<file path="src/rtl/ddp_seg_engine.sv">
// DDP segmenter: splits one RDMAP message into DDP segments of at most MAX_SEG_BEATS beats,
// tags each with a DDP header, and tracks a per-queue MSN. Optional counters: DDP_SEG_STATS_EN.
module ddp_seg_engine #(
   parameter int DATA_W        = 256,
   parameter int HDR_W         = 48,
   parameter int NUM_Q         = 4,
   parameter int QN_W          = 4,
   parameter int MAX_SEG_BEATS = 16,
   parameter int LEN_W         = 16
) (
   input  logic              clock,
   input  logic              reset,
   input  logic              hdrValid,
   output logic              hdrReady,
   input  logic [HDR_W-1:0]  hdrRdmap,
   input  logic [7:0]        hdrCtrl,
   input  logic [QN_W-1:0]   hdrQn,
   input  logic [LEN_W-1:0]  hdrLen,
   input  logic [NUM_Q-1:0]  qFull,
   input  logic              dataValid,
   output logic              dataReady,
   input  logic [DATA_W-1:0] dataIn,
   output logic              segValid,
   input  logic              segReady,
   output logic [DATA_W-1:0] segData,
   output logic              segSop,
   output logic              segEop,
   output logic [31:0]       segDdpHdr,
   output logic [HDR_W-1:0]  segRdmap,
   output logic [15:0]       segMsn,
   output logic              doneValid,
   output logic [QN_W-1:0]   doneQn,
   output logic              doneErr,
`ifdef DDP_SEG_STATS_EN
   input  logic [QN_W-1:0]   statSel,
   output logic [31:0]       statCnt,
`endif
   output logic [1:0]        dbgState
);

   localparam int CNT_W = (MAX_SEG_BEATS > 1) ? $clog2(MAX_SEG_BEATS) : 1;
   localparam logic [CNT_W-1:0] CNT_LAST = CNT_W'(MAX_SEG_BEATS - 1);
   localparam logic [QN_W:0]    NUMQ_X   = (QN_W + 1)'(NUM_Q);
   localparam logic [LEN_W:0]   MAXSEG_X = (LEN_W + 1)'(MAX_SEG_BEATS);

   typedef enum logic [1:0] {S_IDLE = 2'd0, S_XFER = 2'd1, S_DROP = 2'd2, S_DONE = 2'd3} state_t;

   state_t             r_state, w_next;
   logic [HDR_W-1:0]   r_rdmap;
   logic [7:0]         r_ctrl;
   logic [QN_W-1:0]    r_qn;
   logic [LEN_W-1:0]   r_rem;
   logic [15:0]        r_mo;
   logic [6:0]         r_seq;
   logic [CNT_W-1:0]   r_cnt;
   logic               r_err;
   logic [15:0]        r_msn [NUM_Q];
   logic [15:0]        r_seg_msn;
   logic               r_seg_valid, r_seg_sop, r_seg_eop, r_seg_last;
   logic [DATA_W-1:0]  r_seg_data;
   logic [31:0]        r_seg_hdr;

   logic               w_hdr_ready, w_data_ready, w_hdr_acc, w_xfer_acc;
   logic               w_qn_bad, w_qfull_sel, w_sop, w_eop, w_lastseg;
   logic [15:0]        w_msn_sel;

   assign w_qn_bad   = ({1'b0, hdrQn} >= NUMQ_X);
   assign w_hdr_acc  = hdrValid & w_hdr_ready;
   assign w_xfer_acc = (r_state == S_XFER) & dataValid & w_data_ready;
   assign w_sop      = (r_cnt == '0);
   assign w_eop      = (r_cnt == CNT_LAST) | (r_rem == LEN_W'(1));
   // Final segment when everything still to come fits in one segment.
   assign w_lastseg  = ({1'b0, r_rem} <= MAXSEG_X);

   always_comb begin
      w_qfull_sel = 1'b0;
      w_msn_sel   = '0;
      for (int i = 0; i < NUM_Q; i++) begin
         if (hdrQn == QN_W'(i)) begin
            w_qfull_sel = qFull[i];
            w_msn_sel   = r_msn[i];
         end
      end
   end

   always_comb begin
      w_next       = r_state;
      w_hdr_ready  = 1'b0;
      w_data_ready = 1'b0;
      case (r_state)
         S_IDLE: begin
            w_hdr_ready = reset & (w_qn_bad | ~w_qfull_sel);
            if (hdrValid & w_hdr_ready) begin
               if (hdrLen == '0)  w_next = S_DONE;
               else if (w_qn_bad) w_next = S_DROP;
               else               w_next = S_XFER;
            end
         end
         S_XFER: begin
            // Stop pulling beats once the whole message has been taken in.
            w_data_ready = (r_rem != '0) & (~r_seg_valid | segReady);
            if (r_seg_valid & segReady & r_seg_last) w_next = S_DONE;
         end
         S_DROP: begin
            w_data_ready = 1'b1;
            if (dataValid & (r_rem == LEN_W'(1))) w_next = S_DONE;
         end
         default: w_next = S_IDLE;
      endcase
   end

   always_ff @(posedge clock) begin
      if (!reset) begin
         r_state     <= S_IDLE;
         r_rdmap     <= '0;
         r_ctrl      <= '0;
         r_qn        <= '0;
         r_rem       <= '0;
         r_mo        <= '0;
         r_seq       <= '0;
         r_cnt       <= '0;
         r_err       <= 1'b0;
         r_seg_msn   <= '0;
         r_seg_valid <= 1'b0;
         r_seg_sop   <= 1'b0;
         r_seg_eop   <= 1'b0;
         r_seg_last  <= 1'b0;
         r_seg_data  <= '0;
         r_seg_hdr   <= '0;
         for (int i = 0; i < NUM_Q; i++) r_msn[i] <= '0;
      end else begin
         r_state <= w_next;
         if (w_hdr_acc) begin
            r_rdmap   <= hdrRdmap;
            r_ctrl    <= hdrCtrl;
            r_qn      <= hdrQn;
            r_rem     <= hdrLen;
            r_mo      <= '0;
            r_seq     <= '0;
            r_cnt     <= '0;
            r_err     <= (hdrLen == '0) | w_qn_bad;
            r_seg_msn <= w_msn_sel;
         end
         if (w_xfer_acc) begin
            r_seg_valid <= 1'b1;
            r_seg_data  <= dataIn;
            r_seg_sop   <= w_sop;
            r_seg_eop   <= w_eop;
            r_seg_last  <= (r_rem == LEN_W'(1));
            if (w_sop) r_seg_hdr <= {w_lastseg, r_seq, r_ctrl, r_mo};
            if (w_eop) begin
               r_cnt <= '0;
               r_seq <= r_seq + 7'd1;
            end else begin
               r_cnt <= r_cnt + CNT_W'(1);
            end
            r_rem <= r_rem - LEN_W'(1);
            r_mo  <= r_mo + 16'd1;
         end else if (r_seg_valid & segReady) begin
            r_seg_valid <= 1'b0;
         end
         if ((r_state == S_DROP) & dataValid) r_rem <= r_rem - LEN_W'(1);
         if ((r_state == S_DONE) & ~r_err) begin
            for (int i = 0; i < NUM_Q; i++)
               if (r_qn == QN_W'(i)) r_msn[i] <= r_msn[i] + 16'd1;
         end
      end
   end

`ifdef DDP_SEG_STATS_EN
   logic [31:0] r_stat [NUM_Q];
   logic [31:0] r_stat_out;

   always_ff @(posedge clock) begin
      if (!reset) begin
         r_stat_out <= '0;
         for (int i = 0; i < NUM_Q; i++) r_stat[i] <= '0;
      end else begin
         r_stat_out <= '0;
         for (int i = 0; i < NUM_Q; i++) begin
            if (r_seg_valid & segReady & r_seg_sop & (r_qn == QN_W'(i))) r_stat[i] <= r_stat[i] + 32'd1;
            if (statSel == QN_W'(i)) r_stat_out <= r_stat[i];
         end
      end
   end
   assign statCnt = r_stat_out;
`endif

   assign hdrReady  = w_hdr_ready;
   assign dataReady = w_data_ready;
   assign segValid  = r_seg_valid;
   assign segData   = r_seg_data;
   assign segSop    = r_seg_sop;
   assign segEop    = r_seg_eop;
   assign segDdpHdr = r_seg_hdr;
   assign segRdmap  = r_rdmap;
   assign segMsn    = r_seg_msn;
   assign doneValid = (r_state == S_DONE);
   assign doneQn    = doneValid ? r_qn : '0;
   assign doneErr   = doneValid & r_err;
   assign dbgState  = r_state;

endmodule

</file>
<file path="config.mk">
export PLATFORM = sky130hd
export DESIGN_NAME = ddp_seg_engine
export DESIGN_NICKNAME = d
export VERILOG_FILES = /design/src/rtl/ddp_seg_engine.sv
export SDC_FILE = /design/constraint.sdc
export NUM_CORES = 1
export LEC_CHECK = 0
export BUFFER_PORTS_ARGS = -buffer_cell sky130_fd_sc_hd__buf_2
export CAP_MARGIN = 20
export CORE_ASPECT_RATIO = 0.9
export CORE_MARGIN = 2
export CORE_UTILIZATION = 25
export DETAILED_ROUTE_END_ITERATION = 16
export PLACE_DENSITY = 0.5
export SYNTH_ARGS = -nofsm -noshare
export SYNTH_HDL_FRONTEND = slang
export SYNTH_SLANG_ARGS = --single-unit
</file>
<file path="constraint.sdc">
create_clock -name clock -period 2.6 [get_ports clock]
set_clock_uncertainty 0.2 [all_clocks]
set_input_delay 0.26 -clock clock [delete_from_list [all_inputs] [get_ports clock]]
set_output_delay 0.26 -clock clock [all_outputs]
set_load 0.03 [all_outputs]
</file>
==> summary.md <==
| Metric | Value |
|---|---|
| Failing checks | `setup timing` |
| Critical path, cell by cell | `or4_4, nor4_4, buf_4, a211oi_4, buf_6` |
| Clk_lat worst skew | `0.61 ns` |
| Mapped Nets | `2,649` |
| Clk slew on worst S/H paths | `0.06 ns` |
| Final number of setup-violating endpoints | `1` |
| Worst Setup SP | `r_rem[8]` |
| CTS H-tree lvls | `2` |
| CP endpoint kind | `primary output` |
| Share of cells above drive strength 1 | `0.290` |
| Worst hold slack | `0.0531 ns` |
| Gr ovfl total | `0` |
| Vias in the first global route | `19,200` |
| Crit path buffers/inverters | `2` |
| Starting Density | `0.253` |
| CP max-delay cell | `or4_4` |
| Initial antenna violation count | `1` |
| Crit path launch type | `register` |
| Routed WL per cell | `17.6 um` |
| DRT antenna net count | `0` |
| Syn Area/Cell | `8.42 sq um` |
| Synth Instances | `2,294` |
| Critical Path AT | `2.19 ns` |
| Count of cell types in the netlist | `66` |
| P_leak | `12.4 nW` |
| Clock sinks | `478` |
| Initial DRC count | `1,351` |
| Pwr Density | `679 nW/um^2` |
| Post-synth EDFFs | `64` |
| Max stage delay on crit path | `0.59 ns` |
| Design Area, Final | `30,100 sq um` |
| Fin nets | `3,714` |
| Diode count | `0` |
| Via count | `20,300` |
| Most common cell after layout, fill and taps aside | `buf_2` |
| Final Hold Viols | `0` |
| Finished Layout Cells | `4,429` |
| Vias/cell | `4.58` |
| Min-delay worst type | `in2reg` |
| Maximum VDD drop | `408 uV` |
| Core area | `76,400 sq um` |
| Top Ports | `706` |
| Period utilization | `1.02` |
| Pin count of the biggest net entering global routing | `140` |
| Hold_sp | `hdrQn[0]` |
| Final worst slack | `-0.0504 ns` |
| Die Area | `79,500 sq um` |
| Seq/Total Area, Yosys | `0.529` |
| # DRC | `0` |
| Commonest non-fill, non-tap cells in the layout | `704 x buf_2, 693 x nand2_1, 412 x dfxtp_1` |
| Max Slew Vio Count | `0` |
| Cell family with most CP delay | `simple AND/OR/NAND/NOR gates` |
| Synth Cell Area | `19,300 sq um` |
| Post-DP Area | `24,500 sq um` |
| CTS tree | `yes` |
| Reg2Reg Launch Point | `r_rem[8]` |
| Placed Instances | `3,971` |
| CTS buffer count | `52` |
| Die width | `297 um` |
| Final WL | `78,000 um` |
| Chip height | `268 um` |
| Number of synthesized register bits | `478` |
| Critical path class | `reg2out` |
| RePlAce Congestion | `0.873` |
| Bufs on Longest Clock Path | `3` |
| HPWL Detailed | `53,000 um` |
| Fmax | `377 MHz` |
| RSZ-0062 raised after global routing | `yes` |
| Outcome | `finished with violations` |
| Relative slew slack | `0.465` |
| Actual slew at the worst max-slew pin | `0.802 ns` |
| Global-route wire length before repair | `113,000 um` |
| Period minus WS final | `2.65 ns` |
| Critical Path Fanout Max | `5` |
| Total GRT Usage | `0.178` |
| # rows | `96` |
| Crit path required time | `2.14 ns` |
| Port Buffers | `705` |
| Max cap viols | `0` |
| Synth warnings | `0` |
| Root Driver | `clkbuf_16` |
| First-pass DRT Iterations | `5` |
| Area grow syn2layout | `55.9%` |
| Synth async-reset ratio | `0` |
| Place WS | `-0.118 ns` |
| Ys flop type | `dfxtp_1` |
-- Yosys cell counts, types with 4 or more instances --
library cell / count / area share
and3_1: 13 / 0.0042
a31oi_1: 9 / 0.0029
or3_1: 11 / 0.0036
buf_2: 6 / 0.0016
clkbuf_1: 118 / 0.023
ha_1: 14 / 0.0091
nand2_1: 695 / 0.14
mux2i_1: 4 / 0.0021
or2_2: 4 / 0.0013
buf_1: 5 / 0.00097
xor2_1: 21 / 0.0095
nor2_1: 85 / 0.017
o21ai_0: 55 / 0.014
buf_4: 19 / 0.0074
a311oi_1: 9 / 0.0041
nand4_1: 17 / 0.0055
inv_1: 36 / 0.0070
and4_1: 7 / 0.0032
nor2b_1: 5 / 0.0016
nor4_1: 12 / 0.0039
dfxtp_1: 414 / 0.43
o221ai_1: 5 / 0.0023
buf_6: 13 / 0.0076
nand3_1: 110 / 0.029
xnor2_1: 33 / 0.015
and2_1: 9 / 0.0029
nor3_1: 15 / 0.0039
a21oi_1: 400 / 0.10
o211ai_1: 9 / 0.0035
or4_1: 7 / 0.0027
edfxtp_1: 64 / 0.10
nand2b_1: 7 / 0.0023
mux4_2: 17 / 0.020
-- registers in the layout (all words and copies together) (netlist names) --
signal,cells
segData,256
dbgState,2
r_msn,64
segValid,1
r_qn,4
r_seq,7
segEop,1
r_seg_last,1
segSop,1
r_rem,16
segDdpHdr,32
segMsn,16
segRdmap,48
r_mo,16
r_err,1
r_cnt,4
r_ctrl,8
-- final cells by class --
class | count | area, sq um
clock buffer | 79 | 1520
clock inverter | 16 | 150
multi-input combinational | 1619 | 8350
inverter | 36 | 143
fill | 7758 | 46300
sequential | 478 | 10200
timing repair buffer | 1172 | 8440
tap | 1029 | 1290
-- through the flow --
stage,power [mW],setup TNS [ns],utilization
5_1_grt,21.4,-0.258,0.394
6_report,20.5,-0.0504,0.394
3_5_place_dp,12.5,-1.56,0.320
4_1_cts,20.5,-0.198,0.388
2_1_floorplan,10.8,-19.16,-
3_3_place_gp,12.5,-0.986,0.320
-- where the power goes --
part | switching, mW | leakage (nW) | internal (mW)
combinational | 2.84 | 7.53 | 2.09
clock | 3.22 | 0.823 | 4.15
sequential | 0.268 | 4.00 | 7.88
total | 6.33 | 12.4 | 14.1
-- cells by family after synthesis --
logic type                 after synthesis  synth area share
and+or+nand+nor                       1004             0.219
AOI/OAI and AO/OA                      526             0.149
DFF                                    478             0.529
adders and majority gates               14           0.00907
muxes                                   21            0.0219
buffers and inverters                  197            0.0474
xor gates and xnor gates                54            0.0245
-- path summary, 6_finish.rpt --
kind             endpoint  depth (start not counted)  slack [ns]
min               r_qn[0]                          4        0.05
min reg2reg  segData[179]                          2        0.25
max reg2reg     r_rem[14]                          6        0.05
max             dataReady                          5       -0.05
-- what timing repair did --
action                                 in CTS  in global routing
endpoints found under the hold margin     336                  0
setup endpoints to repair                  54                239
resized for setup                          11                 34
buffers inserted                            8                 12
hold buffers                              335                  0
gates cloned                                1                  9
pin swaps                                   4                 15
-- worst min-delay path, cell delays in order --
cell and delay [ns]:
buf_2 0.16, buf_4 0.24, nand2_1 0.09, a21oi_1 0.05
-- routing by layer --
| layer | GRT usage | part of all wire |
|---|---|---|
| met3 | 0.0483 | 0.082 |
| met1 | 0.234 | 0.43 |
| met5 | 0 | 0.00010 |
| met4 | 0.0590 | 0.032 |
| met2 | 0.285 | 0.46 |
Note: power is estimated with default switching activity, not from simulation.
